===== src/rtl/caravel_clock_gen_pkg.sv =====
// Shared constants and channel state type for the multi-channel PLL clock generator.
package caravel_clock_pkg;

    localparam int SIZE_DEFAULT = 8;
    localparam int DIV_STOP     = 0;
    localparam int DIV_MIN      = 2;

    typedef enum logic {
        STOPPED = 1'b0,
        RUNNING = 1'b1
    } chan_state_e;

endpackage


===== src/rtl/caravel_clock_gen_if.sv =====
// Programming and clock-output bundle between housekeeping and caravel_clock_gen.
interface caravel_clock_gen_if
    import caravel_clock_pkg::*;
#(
    parameter int NCH  = 2,
    parameter int SIZE = SIZE_DEFAULT
);

    logic [NCH*SIZE-1:0] div_N;
    logic [NCH-1:0]      div_load;
    logic [NCH-1:0]      clk_out;
    logic [NCH-1:0]      tick;
    logic [NCH-1:0]      pending;
    logic [NCH-1:0]      rst_out;

    modport master (
        output div_N, div_load,
        input  clk_out, tick, pending, rst_out
    );

    modport slave (
        input  div_N, div_load,
        output clk_out, tick, pending, rst_out
    );

endinterface


===== src/rtl/caravel_clock_gen_channel.sv =====
// One divided-clock channel: period counter, pending divisor, staged domain reset.
// CARAVEL_CLOCK_GEN_ODD_DUTY_EN adds a negedge high-phase copy for 50% duty at odd N.
module clock_gen_channel
    import caravel_clock_pkg::*;
#(
    parameter int SIZE        = SIZE_DEFAULT,
    parameter int RST_PERIODS = 3
) (
    input  logic            pll_clk,
    input  logic            reset,
    input  logic [SIZE-1:0] div_n,
    input  logic            div_load,
    output logic            clk_out,
    output logic            tick,
    output logic            pending,
    output logic            rst_out
);

    localparam int RW = $clog2(RST_PERIODS + 2);

    chan_state_e     state;
    logic [SIZE-1:0] div_act;
    logic [SIZE-1:0] div_pend;
    logic [SIZE-1:0] cnt;
    logic [RW-1:0]   rst_cnt;
    logic            clk_q;
    logic            tick_q;
    logic            pend_q;
    logic            rst_q;

    logic [SIZE-1:0] div_new;
    logic [SIZE-1:0] half_act;
    logic            wrap;
    logic            apply;

    function automatic logic [SIZE-1:0] eff_div(input logic [SIZE-1:0] d);
        if (d == SIZE'(1)) return SIZE'(DIV_MIN);
        return d;
    endfunction

    assign div_new  = eff_div(div_pend);
    assign half_act = div_act >> 1;
    assign wrap     = (state == RUNNING) && (cnt == div_act - SIZE'(1));
    // A stopped channel applies at once; a running one only at its period boundary.
    assign apply    = pend_q && ((state == STOPPED) || wrap);

    always_ff @(posedge pll_clk) begin
        if (reset) begin
            state    <= STOPPED;
            div_act  <= '0;
            div_pend <= '0;
            pend_q   <= 1'b0;
            cnt      <= '0;
            clk_q    <= 1'b0;
            tick_q   <= 1'b0;
            rst_q    <= 1'b1;
            rst_cnt  <= '0;
        end else begin
            // A load coinciding with an apply stays queued for the next boundary.
            if (div_load) begin
                div_pend <= div_n;
                pend_q   <= 1'b1;
            end else if (apply) begin
                pend_q   <= 1'b0;
            end

            if (apply && (div_new == SIZE'(DIV_STOP))) begin
                state   <= STOPPED;
                div_act <= '0;
                cnt     <= '0;
                clk_q   <= 1'b0;
                tick_q  <= 1'b0;
                rst_q   <= 1'b1;
            end else if (state == STOPPED) begin
                if (apply) begin
                    state   <= RUNNING;
                    div_act <= div_new;
                    cnt     <= '0;
                    clk_q   <= 1'b1;
                    tick_q  <= 1'b1;
                    rst_q   <= (RST_PERIODS != 0);
                    rst_cnt <= RW'(1);
                end
            end else if (wrap) begin
                cnt    <= '0;
                clk_q  <= 1'b1;
                tick_q <= 1'b1;
                if (apply) div_act <= div_new;
                if (rst_q) begin
                    if (rst_cnt == RW'(RST_PERIODS)) rst_q <= 1'b0;
                    else rst_cnt <= rst_cnt + RW'(1);
                end
            end else begin
                cnt    <= cnt + SIZE'(1);
                clk_q  <= (cnt + SIZE'(1)) < half_act;
                tick_q <= 1'b0;
            end
        end
    end

`ifdef CARAVEL_CLOCK_GEN_ODD_DUTY_EN
    logic clk_n;

    // Half-cycle-late copy stretches the high phase by half a cycle for odd divisors.
    always_ff @(negedge pll_clk) begin
        if (reset) clk_n <= 1'b0;
        else       clk_n <= clk_q;
    end

    assign clk_out = clk_q | (clk_n & div_act[0]);
`else
    assign clk_out = clk_q;
`endif

    assign tick    = tick_q;
    assign pending = pend_q;
    assign rst_out = rst_q;

endmodule


===== src/rtl/caravel_clock_gen.sv =====
// NCH-channel glitch-free clock divider running from pll_clk, one clock_gen_channel per output.
// Optional odd-divisor 50% duty via CARAVEL_CLOCK_GEN_ODD_DUTY_EN.
module caravel_clock_gen
    import caravel_clock_pkg::*;
#(
    parameter int NCH         = 2,
    parameter int SIZE        = SIZE_DEFAULT,
    parameter int RST_PERIODS = 3
) (
    input  logic               pll_clk,
    input  logic               reset,
    caravel_clock_gen_if.slave bus
);

    for (genvar i = 0; i < NCH; i++) begin : g_ch
        clock_gen_channel #(
            .SIZE        (SIZE),
            .RST_PERIODS (RST_PERIODS)
        ) u_ch (
            .pll_clk  (pll_clk),
            .reset    (reset),
            .div_n    (bus.div_N[i*SIZE +: SIZE]),
            .div_load (bus.div_load[i]),
            .clk_out  (bus.clk_out[i]),
            .tick     (bus.tick[i]),
            .pending  (bus.pending[i]),
            .rst_out  (bus.rst_out[i])
        );
    end

endmodule


===== src/flat_wrapper.sv =====
// flat-port wrapper written by rule: the top's interface ports become plain ports
module caravel_clock_gen_flat import caravel_clock_pkg::*;
#(
    parameter int NCH         = 2,
    parameter int SIZE        = SIZE_DEFAULT,
    parameter int RST_PERIODS = 3
)
  (pll_clk, reset, bus_div_N, bus_div_load, bus_clk_out, bus_tick, bus_pending, bus_rst_out);
  caravel_clock_gen_if #(.NCH(NCH), .SIZE(SIZE)) bus_i ();
  input  logic pll_clk;
  input  logic reset;
  input wire logic [$bits(bus_i.div_N)-1:0] bus_div_N;
  input wire logic [$bits(bus_i.div_load)-1:0] bus_div_load;
  output wire logic [$bits(bus_i.clk_out)-1:0] bus_clk_out;
  output wire logic [$bits(bus_i.tick)-1:0] bus_tick;
  output wire logic [$bits(bus_i.pending)-1:0] bus_pending;
  output wire logic [$bits(bus_i.rst_out)-1:0] bus_rst_out;
  assign bus_i.div_N = bus_div_N;
  assign bus_i.div_load = bus_div_load;
  assign bus_clk_out = bus_i.clk_out;
  assign bus_tick = bus_i.tick;
  assign bus_pending = bus_i.pending;
  assign bus_rst_out = bus_i.rst_out;
  caravel_clock_gen #(.NCH(NCH), .SIZE(SIZE), .RST_PERIODS(RST_PERIODS)) u_core (.pll_clk(pll_clk), .reset(reset), .bus(bus_i));
endmodule

===== config.mk =====
export PLATFORM = sky130hd
export DESIGN_NAME = caravel_clock_gen_flat
export DESIGN_NICKNAME = d
export VERILOG_FILES = /design/src/rtl/caravel_clock_gen_pkg.sv /design/src/rtl/caravel_clock_gen_if.sv /design/src/rtl/caravel_clock_gen_channel.sv /design/src/rtl/caravel_clock_gen.sv /design/src/flat_wrapper.sv
export SDC_FILE = /design/constraint.sdc
export NUM_CORES = 1
export LEC_CHECK = 0
export CAP_MARGIN = 5
export CORE_MARGIN = 4
export CORE_UTILIZATION = 55
export CTS_BUF_LIST = sky130_fd_sc_hd__clkbuf_8
export CTS_CLUSTER_SIZE = 28
export DETAILED_ROUTE_END_ITERATION = 8
export HOLD_SLACK_MARGIN = 0.02
export PLACE_DENSITY = 0.78
export SYNTH_ARGS = -nofsm -noshare
export SYNTH_HDL_FRONTEND = slang
export SYNTH_HIERARCHICAL = 1
export SYNTH_SLANG_ARGS = --single-unit

===== constraint.sdc =====
create_clock -name pll_clk -period 2.13 [get_ports pll_clk]
set_input_delay 0.639 -clock pll_clk [delete_from_list [all_inputs] [get_ports pll_clk]]
set_output_delay 0.639 -clock pll_clk [all_outputs]
set_load 0.02 [all_outputs]

==> flow_metrics.env, run 1 <==
export IMPL_reg2reg_from="u_core/g_ch[0].u_ch/div_act[0]"
export IMPL_firstDrtPassIters=5
export IMPL_hpwl_microns=7030
export IMPL_ys_seq_area_share_pct=33.2
export IMPL_r2r_slack_ns=-0.08
export IMPL_dpl_worst_slack_ns=-0.365
export IMPL_cp_arrival_ns=2.44
export IMPL_drt_iter0_drc=166
export IMPL_cp_start_kind="flip-flop"
export IMPL_post_synth_top_count_cell="dfxtp_1"
export IMPL_crit_start="u_core/g_ch[0].u_ch/div_act[0]"
export IMPL_ir_worst_vdd_mv=0.402
export IMPL_areaGrowthSynthToFinish_pct=38.6
export IMPL_ys_warn_count=6
export IMPL_wl_per_cell_microns=18.1
export IMPL_wl_met2_microns=6030
export IMPL_cts_root_buf="clkbuf_8"
export IMPL_die_h_microns=91.8
export IMPL_outcome="complete, but fails checks"
export IMPL_min_period_over_period_pct=104
export IMPL_antenna_found_initial=0
export IMPL_dieArea_sq_um=8420
export IMPL_crit_slowest_cell="dfxtp_2"
export IMPL_wl_met3_microns=601
export IMPL_hold_start="u_core/g_ch[0].u_ch/rst_cnt[2]"
export IMPL_rsz0062_at_grt="true"
export IMPL_netlist_instances=438
export IMPL_clkTransAtPathRegs_ns=0.08
export IMPL_cts_tree="built"
export IMPL_yosys_register_bits=64
export IMPL_grt_max_degree=50
export IMPL_synth_nets=478
export IMPL_fin_nets=569
export IMPL_start_util_pct=56.8
export IMPL_ant_nets=0
export IMPL_met1_length_microns=4470
export IMPL_worstHoldPathType="flip-flop to flip-flop"
export IMPL_violations="negative setup slack"
export IMPL_synth_top_area_cell="dfxtp_1"
export IMPL_vias=3734
export IMPL_hold_end="u_core/g_ch[0].u_ch/rst_cnt[2]"
export IMPL_grt_pass1_wl_microns=16300
export IMPL_clock_sinks=64
export IMPL_clock_latency_ns=0.35
export IMPL_routed_wl_microns=11400
export IMPL_core_area_sq_um=6790
export IMPL_antennaDiodeCount=0
export IMPL_routed_via_density=5.93
export IMPL_p_leak_nw=2.19
export IMPL_highest_layer="met4"
export IMPL_path_buf_inv=4
export IMPL_worstSetupEndpointType="flip-flop"
export IMPL_cts_buffers=9
export IMPL_grt_overflow=0
export IMPL_finalSetupViolCount=17
export IMPL_crit_family="compound AO/OA/AOI/OAI gates"
export IMPL_ys_flop_type="dfxtp_1"
export IMPL_synth_common_cells="dfxtp_1, nor2_1, nand2_1, inv_1, mux2i_1"
export IMPL_finalSetupTns_ns=-0.621
export IMPL_htree_levels=3
export IMPL_tightest_slew_ns=0.799
export IMPL_synth_async_reset_ratio_pct=0
export IMPL_slew_viol_final=0
export IMPL_cts_buffer_depth=2
export IMPL_setup_ws_ns=-0.0784
export IMPL_synth_distinct_cells=72
export IMPL_io_buffers=27
export IMPL_crit_fanout=5
export IMPL_netlist_area_sq_um=3860
export IMPL_holdPathStages=2
export IMPL_max_freq_mhz=453
export IMPL_synth_edf_count=0
export IMPL_min_period_ns=2.21
export IMPL_drive_above_1_share_pct=35.8
export IMPL_grt_total_usage_pct=23.6
export IMPL_yosys_top_cells_area="dfxtp_1, ha_1, mux2i_1"
export IMPL_max_stage_delay_ns=0.36
export IMPL_reg2regPathDepth=11
export IMPL_drv_cap=0
export IMPL_io_pins=28
export IMPL_timing_rr_end="u_core/g_ch[0].u_ch/div_act[3]"
export IMPL_netlist_area_leader_share_pct=33.2
export IMPL_critical_path_required_ns=2.36
export IMPL_max_slew_margin_pct=46.5
export IMPL_hold_viol_final=0
export IMPL_placementRows=30
export IMPL_path_cells="inv_2 > ha_4 > buf_4 > nor2_1 > a211o_2 > a31oi_4 > o41ai_4 > buf_4 > buf_6 > mux2i_1 > nor2_1"
export IMPL_dieWidth_microns=91.8
export IMPL_power_density_nw_per_um2=545
export IMPL_syn_avg_cell_area_sq_um=8.81
export IMPL_drc_errors=0
export IMPL_setup_worst_path_class="flip-flop to flip-flop"
export IMPL_cts_hold_buf=0
export IMPL_grt_pass1_vias=3594
export IMPL_finalClockSkew_ns=0.0111
export IMPL_gp_congestion=0.955
[cell usage in the layout, fill, tap and decap left out, drive strengths merged, types with 18 or more instances in the layout]
cell	n
o21ai	18
nor2	52
mux2i	23
dfxtp	64
clkdlybuf4s50	27
buf	77
nand2	30
inv	23
ha	20
xor2	18
[stage by stage]
| stage | instance area [sq um] | cells | total power, mW | utilization [%] | hold slack (ns) |
|---|---|---|---|---|---|
| 2_1_floorplan | 3880 | 438 | 1.65 | - | 0.463 |
| 3_3_place_gp | 4580 | 593 | 1.84 | 67.4 | 0.480 |
| 3_5_place_dp | 4580 | 593 | 1.85 | 67.4 | 0.489 |
| 4_1_cts | 4860 | 612 | 2.79 | 71.5 | 0.502 |
| 5_1_grt | 5350 | 630 | 3.04 | 78.7 | 0.520 |
| 6_report | 5350 | 630 | 2.91 | 78.7 | 0.495 |
[registers in the layout, indices dropped and copies added, names as in the netlist]
signal                     flops
u_core/g_ch.u_ch/pending       2
u_core/g_ch.u_ch/clk_out       2
u_core/g_ch.u_ch/tick          2
u_core/g_ch.u_ch/rst_cnt       6
u_core/g_ch.u_ch/div_pend     16
u_core/g_ch.u_ch/state         2
u_core/g_ch.u_ch/div_act      16
u_core/g_ch.u_ch/cnt          16
u_core/g_ch.u_ch/rst_out       2
[per-layer routing]
layer | vias to the layer above | global-route usage (%)
met3 | 30 | 5.33
met5 | - | 0
li1 | 1758 | -
met2 | 116 | 43.5
met4 | 0 | 7.05
met1 | 1830 | 27.1
[worst min-delay path, cell delays in order (launching register included)]
cell,delay (ns)
dfxtp_1,0.31
nand2b_1,0.07
o32ai_1,0.07
[cell type report]
| cell class | instances | area, sq um |
|---|---|---|
| well taps | 96 | 120 |
| flip-flops and latches | 64 | 1320 |
| fillers | 412 | 1450 |
| inverters | 23 | 86.3 |
| clock inverters | 7 | 48.8 |
| repair buffers | 104 | 888 |
| multi-input cells | 327 | 2760 |
| clock buffers | 9 | 124 |
[repair_timing]
item / CTS / global route
endpoints found under the setup margin: 18 / 41
pin swaps: 11 / 30
resized for setup: 22 / 84
setup buffers: 3 / 17
gates cloned: 0 / 1
[worst max path at each step]
stage,cells after the start,end
after detailed placement,10,u_core/g_ch[1].u_ch/clk_out
after global placement,10,u_core/g_ch[1].u_ch/clk_out
after floorplan,7,u_core/g_ch[1].u_ch/rst_cnt[1]
final,11,u_core/g_ch[0].u_ch/div_act[3]
after global routing,8,u_core/g_ch[0].u_ch/div_act[3]
after CTS,10,u_core/g_ch[1].u_ch/clk_out
[kinds of logic after synthesis]
logic type      synth area share (%)
compound gates                  19.4
xor+xnor                        6.58
fa+ha+maj                       6.49
buf+inv                         5.54
flops                           33.2
mux                             8.01
simple gates                    20.8
[where the power goes]
| part | internal (mW) | switching, mW |
|---|---|---|
| logic | 0.334 | 0.341 |
| clock network | 0.421 | 0.508 |
| registers | 1.24 | 0.0643 |
| total | 2.00 | 0.914 |
Note: power is estimated with default switching activity, not from simulation.
==> run 2: changes to the inputs <==
--- a/config.mk
+++ b/config.mk
@@ -12,6 +12,7 @@
 export CTS_CLUSTER_SIZE = 28
 export DETAILED_ROUTE_END_ITERATION = 8
 export HOLD_SLACK_MARGIN = 0.02
+export MAX_ROUTING_LAYER = met4
 export PLACE_DENSITY = 0.78
 export SYNTH_ARGS = -nofsm -noshare
 export SYNTH_HDL_FRONTEND = slang
==> run 2 against run 1 <==
  * Global-route usage up 1.2 points
  * Setup slack better by 0.031 ns
  * Non-clock buffer count down 12
  * Clock skew down 0.0015 ns
  * Cell area down 2.1%
  * The flow still finishes with violations (negative setup slack)
  * Sequential power about the same
==> flow_metrics.env, run 2 (synthesized netlist as in run 1, its figures left out) <==
export IMPL_outcome="complete, but fails checks"
export IMPL_violations="negative setup slack"
export IMPL_hold_start="u_core/g_ch[0].u_ch/rst_cnt[2]"
export IMPL_drc_errors=0
export IMPL_dieWidth_microns=91.8
export IMPL_rsz0062_at_grt="true"
export IMPL_setup_ws_ns=-0.0474
export IMPL_grt_pass1_wl_microns=16600
export IMPL_dpl_instance_area_sq_um=4570
export IMPL_core_area_sq_um=6790
export IMPL_cts_buffer_depth=2
export IMPL_ant_nets=0
export IMPL_clkTransAtPathRegs_ns=0.08
export IMPL_finalCoreUtilization_pct=77.1
export IMPL_switching_share_pct=28.0
export IMPL_holdPathStages=2
export IMPL_die_h_microns=91.8
export IMPL_power_density_nw_per_um2=619
export IMPL_switchingPower_mw=0.907
export IMPL_hpwl_microns=6770
export IMPL_finalSetupTns_ns=-0.138
export IMPL_cts_tree="built"
export IMPL_placed_cells=592
export IMPL_reg2regPathDepth=7
export IMPL_gp_congestion=0.953
export IMPL_critical_path_required_ns=2.38
export IMPL_dieArea_sq_um=8420
export IMPL_hold_end="u_core/g_ch[0].u_ch/rst_cnt[2]"
export IMPL_placementRows=30
export IMPL_grt_pass1_vias=3475
export IMPL_start_util_pct=56.8
export IMPL_mostFrequentLayoutCell="buf_4"
export IMPL_antenna_found_initial=0
export IMPL_drt_iter0_drc=184
export IMPL_timing_rr_end="u_core/g_ch[1].u_ch/rst_cnt[2]"
export IMPL_io_buffers=27
export IMPL_share_seq_of_total_power_pct=40.4
export IMPL_pwr_share_comb_pct=18.6
export IMPL_areaGrowthSynthToFinish_pct=35.7
export IMPL_grt_max_degree=50
export IMPL_crit_fanout=6
export IMPL_clock_latency_ns=0.34
export IMPL_fin_nets=557
export IMPL_io_pins=28
export IMPL_cp_start_kind="flip-flop"
export IMPL_p_leak_nw=2.18
export IMPL_slew_viol_final=0
export IMPL_worstSetupEndpointType="flip-flop"
export IMPL_grt_overflow=0
export IMPL_worstHoldPathType="flip-flop to flip-flop"
export IMPL_p_total_mw=3.24
export IMPL_firstDrtPassIters=5
export IMPL_routed_wl_microns=10500
export IMPL_setup_worst_path_class="flip-flop to flip-flop"
export IMPL_finalClockSkew_ns=0.00965
export IMPL_drv_cap=0
export IMPL_tightest_slew_ns=0.764
export IMPL_routed_via_density=5.83
export IMPL_final_cell_mix="buf_4, nor2_1, dfxtp_1"
export IMPL_top_regs="u_core/g_ch.u_ch/cnt: 16 flops, u_core/g_ch.u_ch/div_act: 16 flops, u_core/g_ch.u_ch/div_pend: 16 flops"
export IMPL_dpl_worst_slack_ns=-0.375
export IMPL_drive_above_1_share_pct=31.6
export IMPL_grt_total_usage_pct=24.8
export IMPL_max_freq_mhz=459
export IMPL_r2r_slack_ns=-0.05
export IMPL_nFillCells=422
export IMPL_min_period_ns=2.18
export IMPL_min_period_over_period_pct=102
export IMPL_vias=3601
export IMPL_fin_cells=618
export IMPL_hold_viol_final=0
export IMPL_final_area_sq_um=5240
export IMPL_p_int_mw=2.33
export IMPL_cp_arrival_ns=2.43
export IMPL_clock_sinks=64
export IMPL_whs_ns=0.487
export IMPL_antennaDiodeCount=0
export IMPL_max_slew_margin_pct=48.9
export IMPL_wl_per_cell_microns=17.0
export IMPL_reg2reg_from="u_core/g_ch[1].u_ch/div_act[1]"
export IMPL_ir_worst_vdd_mv=0.372
export IMPL_htree_levels=3
export IMPL_cts_buffers=9
export IMPL_finalSetupViolCount=5
export IMPL_cts_root_buf="clkbuf_8"
export IMPL_clkPwrFrac_pct=41.0
==> run 2: changes by cell type in the layout (fill, tap and decap cells not counted), moves of 4 or more <==
cell | before | now
mux2_2 | 5 | 1
buf_4 | 67 | 58
a22oi_2 | 5 | 0
mux2_4 | 2 | 6
a21oi_1 | 9 | 13
dfxtp_2 | 11 | 16
a21oi_2 | 7 | 3
a22oi_1 | 1 | 6
==> run 2: layer usage <==
metal | GRT usage, % | wire, microns | vias up
met5 | - | 0 | -
met4 | 8.79 | 253 | 0
met3 | 5.00 | 554 | 30
met2 | 41.4 | 5390 | 99
met1 | 29.7 | 4300 | 1741
li1 | - | - | 1731
==> run 2: worst max-delay path: stages, from the launching register on <==
cell and delay [ns]:
dfxtp_4 0.38, inv_2 0.05, ha_4 0.17, a21o_2 0.21
a2111oi_4 0.46, nand3_4 0.12, or4_4 0.47, o32ai_4 0.23
==> run 2: layout make-up <==
type                       count  area [sq um]  share of cell area (%)
multi-input combinational    327          2670                    51.0
sequential                    64          1320                    25.1
tap                           96           120                    2.29
clock inverter                 7           125                    2.39
inverter                      23          86.3                    1.65
timing repair buffer          92           793                    15.1
clock buffer                   9           124                    2.37
==> run 2: timing repair <==
item | 4_1_cts | 5_1_grt
pin swaps | 12 | 16
hold buffers | 0 | 0
cloned | 0 | 1
gates resized for setup | 19 | 65
setup endpoints to repair | 16 | 42
buffers inserted | 3 | 6
==> run 2: how the worst max path moves through the flow <==
| stage | from | end | slack (ns) | cells past startpoint |
|---|---|---|---|---|
| 6_report | u_core/g_ch[1].u_ch/div_act[1] | u_core/g_ch[1].u_ch/rst_cnt[2] | -0.05 | 7 |
| 5_1_grt | u_core/g_ch[1].u_ch/div_act[1] | u_core/g_ch[1].u_ch/rst_cnt[2] | -0.13 | 7 |
| 4_1_cts | u_core/g_ch[1].u_ch/cnt[1] | u_core/g_ch[1].u_ch/clk_out | -0.03 | 8 |
| 3_5_place_dp | u_core/g_ch[1].u_ch/cnt[1] | u_core/g_ch[1].u_ch/clk_out | -0.37 | 10 |
| 3_3_place_gp | u_core/g_ch[1].u_ch/cnt[1] | u_core/g_ch[1].u_ch/clk_out | -0.30 | 10 |
| 2_1_floorplan | u_core/g_ch[1].u_ch/div_act[1] | u_core/g_ch[1].u_ch/rst_cnt[1] | 0.008 | 7 |
==> run 2: power by group through the flow <==
| stage | combinational [mW] | sequential (mW) | clock (mW) |
|---|---|---|---|
| floorplan | 0.317 | 1.33 | 0 |
| global placement | 0.502 | 1.33 | 0 |
| finish | 0.603 | 1.31 | 1.33 |
| CTS | 0.537 | 1.31 | 1.34 |
| global route | 0.651 | 1.32 | 1.41 |
| detailed placement | 0.517 | 1.33 | 0 |
==> run 3: changes to the inputs <==
--- a/config.mk
+++ b/config.mk
@@ -7,13 +7,13 @@
 export LEC_CHECK = 0
 export CAP_MARGIN = 5
 export CORE_MARGIN = 4
-export CORE_UTILIZATION = 55
+export CORE_UTILIZATION = 60
 export CTS_BUF_LIST = sky130_fd_sc_hd__clkbuf_8
 export CTS_CLUSTER_SIZE = 28
 export DETAILED_ROUTE_END_ITERATION = 8
 export HOLD_SLACK_MARGIN = 0.02
 export MAX_ROUTING_LAYER = met4
-export PLACE_DENSITY = 0.78
+export PLACE_DENSITY = 0.81
 export SYNTH_ARGS = -nofsm -noshare
 export SYNTH_HDL_FRONTEND = slang
 export SYNTH_HIERARCHICAL = 1
==> constraint.sdc (replaced) <==
create_clock -name pll_clk -period 2.8 [get_ports pll_clk]
set_input_delay 0.84 -clock pll_clk [delete_from_list [all_inputs] [get_ports pll_clk]]
set_output_delay 0.84 -clock pll_clk [all_outputs]
set_load 0.02 [all_outputs]
==> run 3 against run 2 <==
  * The run now ends clean
  * Setup slack better by 0.25 ns
  * First-iteration DRC count is 16% lower
  * Cell area is 17% lower
  * Combinational power is 43% lower
  * Via count is 9.8% lower
  * Die area is 7.6% lower
  * Register-to-register slack better by 0.25 ns
  * Hold slack better by 0.0083 ns
  * Fmax is 16% lower
  * Clock power is 44% lower
  * Critical endpoint is now u_core/g_ch[1].u_ch/rst_cnt[1]
==> flow_metrics.env, run 3 (synthesized netlist as in run 1, its figures left out) <==
export IMPL_drc_errors=0
export IMPL_cts_root_buf="clkbuf_8"
export IMPL_final_area_sq_um=4360
export IMPL_finalClockSkew_ns=0.0136
export IMPL_whs_ns=0.496
export IMPL_mostFrequentLayoutCell="dfxtp_1"
export IMPL_worstSetupEndpointType="flip-flop"
export IMPL_slew_viol_final=0
export IMPL_dieArea_sq_um=7780
export IMPL_drv_cap=0
export IMPL_clock_sinks=64
export IMPL_min_period_ns=2.60
export IMPL_ant_nets=0
export IMPL_io_pins=28
export IMPL_max_slew_margin_pct=46.0
export IMPL_io_buffers=27
export IMPL_vias=3247
export IMPL_cts_tree="built"
export IMPL_final_cell_mix="dfxtp_1, nor2_1, nand2_1"
export IMPL_drive_above_1_share_pct=11.4
export IMPL_routed_via_density=6.00
export IMPL_drt_iter0_drc=155
export IMPL_grt_total_usage_pct=24.7
export IMPL_rsz0062_at_grt="false"
export IMPL_clock_latency_ns=0.35
export IMPL_fin_nets=501
export IMPL_dpl_instance_area_sq_um=4180
export IMPL_routed_wl_microns=8390
export IMPL_dieWidth_microns=88.2
export IMPL_htree_levels=3
export IMPL_top_usage_layer="met2"
export IMPL_grt_met3_usage_pct=5.46
export IMPL_placed_cells=525
export IMPL_antennaDiodeCount=0
export IMPL_placementRows=28
export IMPL_cp_arrival_ns=2.84
export IMPL_grt_overflow=0
export IMPL_gp_congestion=0.955
export IMPL_nFillCells=502
export IMPL_cts_hold_buf=0
export IMPL_path_cells="inv_1 > ha_1 > o21ba_2 > a221o_2 > nand2_1 > nand3_4 > or4_4 > o32ai_1"
export IMPL_core_area_sq_um=6100
export IMPL_hold_viol_final=0
export IMPL_cp_start_kind="flip-flop"
export IMPL_finalSetupViolCount=0
export IMPL_max_stage_delay_ns=0.52
export IMPL_path_buf_inv=1
export IMPL_max_freq_mhz=385
export IMPL_setup_worst_path_class="flip-flop to flip-flop"
export IMPL_grt_max_degree=34
export IMPL_cts_buffer_depth=2
export IMPL_cts_resized=0
export IMPL_worstHoldPathType="flip-flop to flip-flop"
export IMPL_cts_setup_buffers=0
export IMPL_finalSetupTns_ns=0
export IMPL_tightest_slew_ns=0.808
export IMPL_die_h_microns=88.2
export IMPL_areaGrowthSynthToFinish_pct=12.9
export IMPL_grt_pass1_vias=3182
export IMPL_outcome="complete, no violations"
export IMPL_firstDrtPassIters=4
export IMPL_antenna_found_initial=0
export IMPL_wl_per_cell_microns=15.5
export IMPL_clkTransAtPathRegs_ns=0.06
export IMPL_met1_usage_pct=28.3
export IMPL_grt_pass1_wl_microns=14700
export IMPL_power_density_nw_per_um2=478
export IMPL_crit_family="simple AND/OR/NAND/NOR gates"
export IMPL_start_util_pct=63.3
export IMPL_p_leak_nw=1.77
export IMPL_top_regs="u_core/g_ch.u_ch/cnt: 16 flops, u_core/g_ch.u_ch/div_act: 16 flops, u_core/g_ch.u_ch/div_pend: 16 flops"
export IMPL_hpwl_microns=6260
export IMPL_crit_slowest_cell="or4_4"
export IMPL_cts_buffers=9
export IMPL_p_total_mw=2.08
export IMPL_fin_cells=541
export IMPL_grt_use_met2_pct=41.3
export IMPL_min_period_over_period_pct=92.7
export IMPL_ir_worst_vdd_mv=0.319
export IMPL_critical_path_required_ns=3.04
export IMPL_crit_fanout=9
-- run 3: changes by cell type in the layout (fill, tap and decap cells not counted), sizes merged --
cell    change
buf        -56
bufinv      -2
clkinv      +2
-- run 3: layer usage --
| layer | vias to the layer above | wire [microns] |
|---|---|---|
| li1 | 1619 | - |
| met1 | 1560 | 3660 |
| met2 | 56 | 4280 |
| met3 | 12 | 293 |
| met4 | 0 | 156 |
| met5 | - | 0 |
-- run 3: tightest hold or removal path, cell delays in order, from the launching register on --
cell and delay [ns]:
dfxtp_1 0.31, nand2b_1 0.06, o32ai_1 0.07
-- run 3: area by class of cell --
cell class	instances	area (sq um)	share of cell area [%]
clock buffer	9	124	2.84
clock inverter	7	56.3	1.29
inverter	23	86.3	1.98
multi-input combinational	327	2360	54.3
sequential	64	1280	29.4
tap	75	93.8	2.15
timing repair buffer	36	350	8.04
-- run 3: path summary, 6_finish.rpt --
kind / from / end / slack [ns] / cells past startpoint
max: u_core/g_ch[1].u_ch/div_act[0] / u_core/g_ch[1].u_ch/rst_cnt[1] / 0.20 / 8
min: u_core/g_ch[0].u_ch/rst_cnt[2] / u_core/g_ch[0].u_ch/rst_cnt[2] / 0.50 / 2
max reg2reg: u_core/g_ch[1].u_ch/div_act[0] / u_core/g_ch[1].u_ch/rst_cnt[1] / 0.20 / 8
min reg2reg: u_core/g_ch[0].u_ch/rst_cnt[2] / u_core/g_ch[0].u_ch/rst_cnt[2] / 0.50 / 2
-- run 3: power breakdown --
group / switching (mW) / total, mW / internal (mW) / leakage [nW]
clock network: 0.344 / 0.740 / 0.397 / 0.107
logic: 0.179 / 0.341 / 0.162 / 1.14
registers: 0.0515 / 1.00 / 0.950 / 0.522
total: 0.574 / 2.08 / 1.51 / 1.77
-- run 3: stage by stage --
stage,utilization (%),setup slack [ns]
2_1_floorplan,-,0.447
3_3_place_gp,68.5,0.351
3_5_place_dp,68.5,0.253
4_1_cts,71.4,0.225
5_1_grt,71.4,0.0579
6_report,71.4,0.203
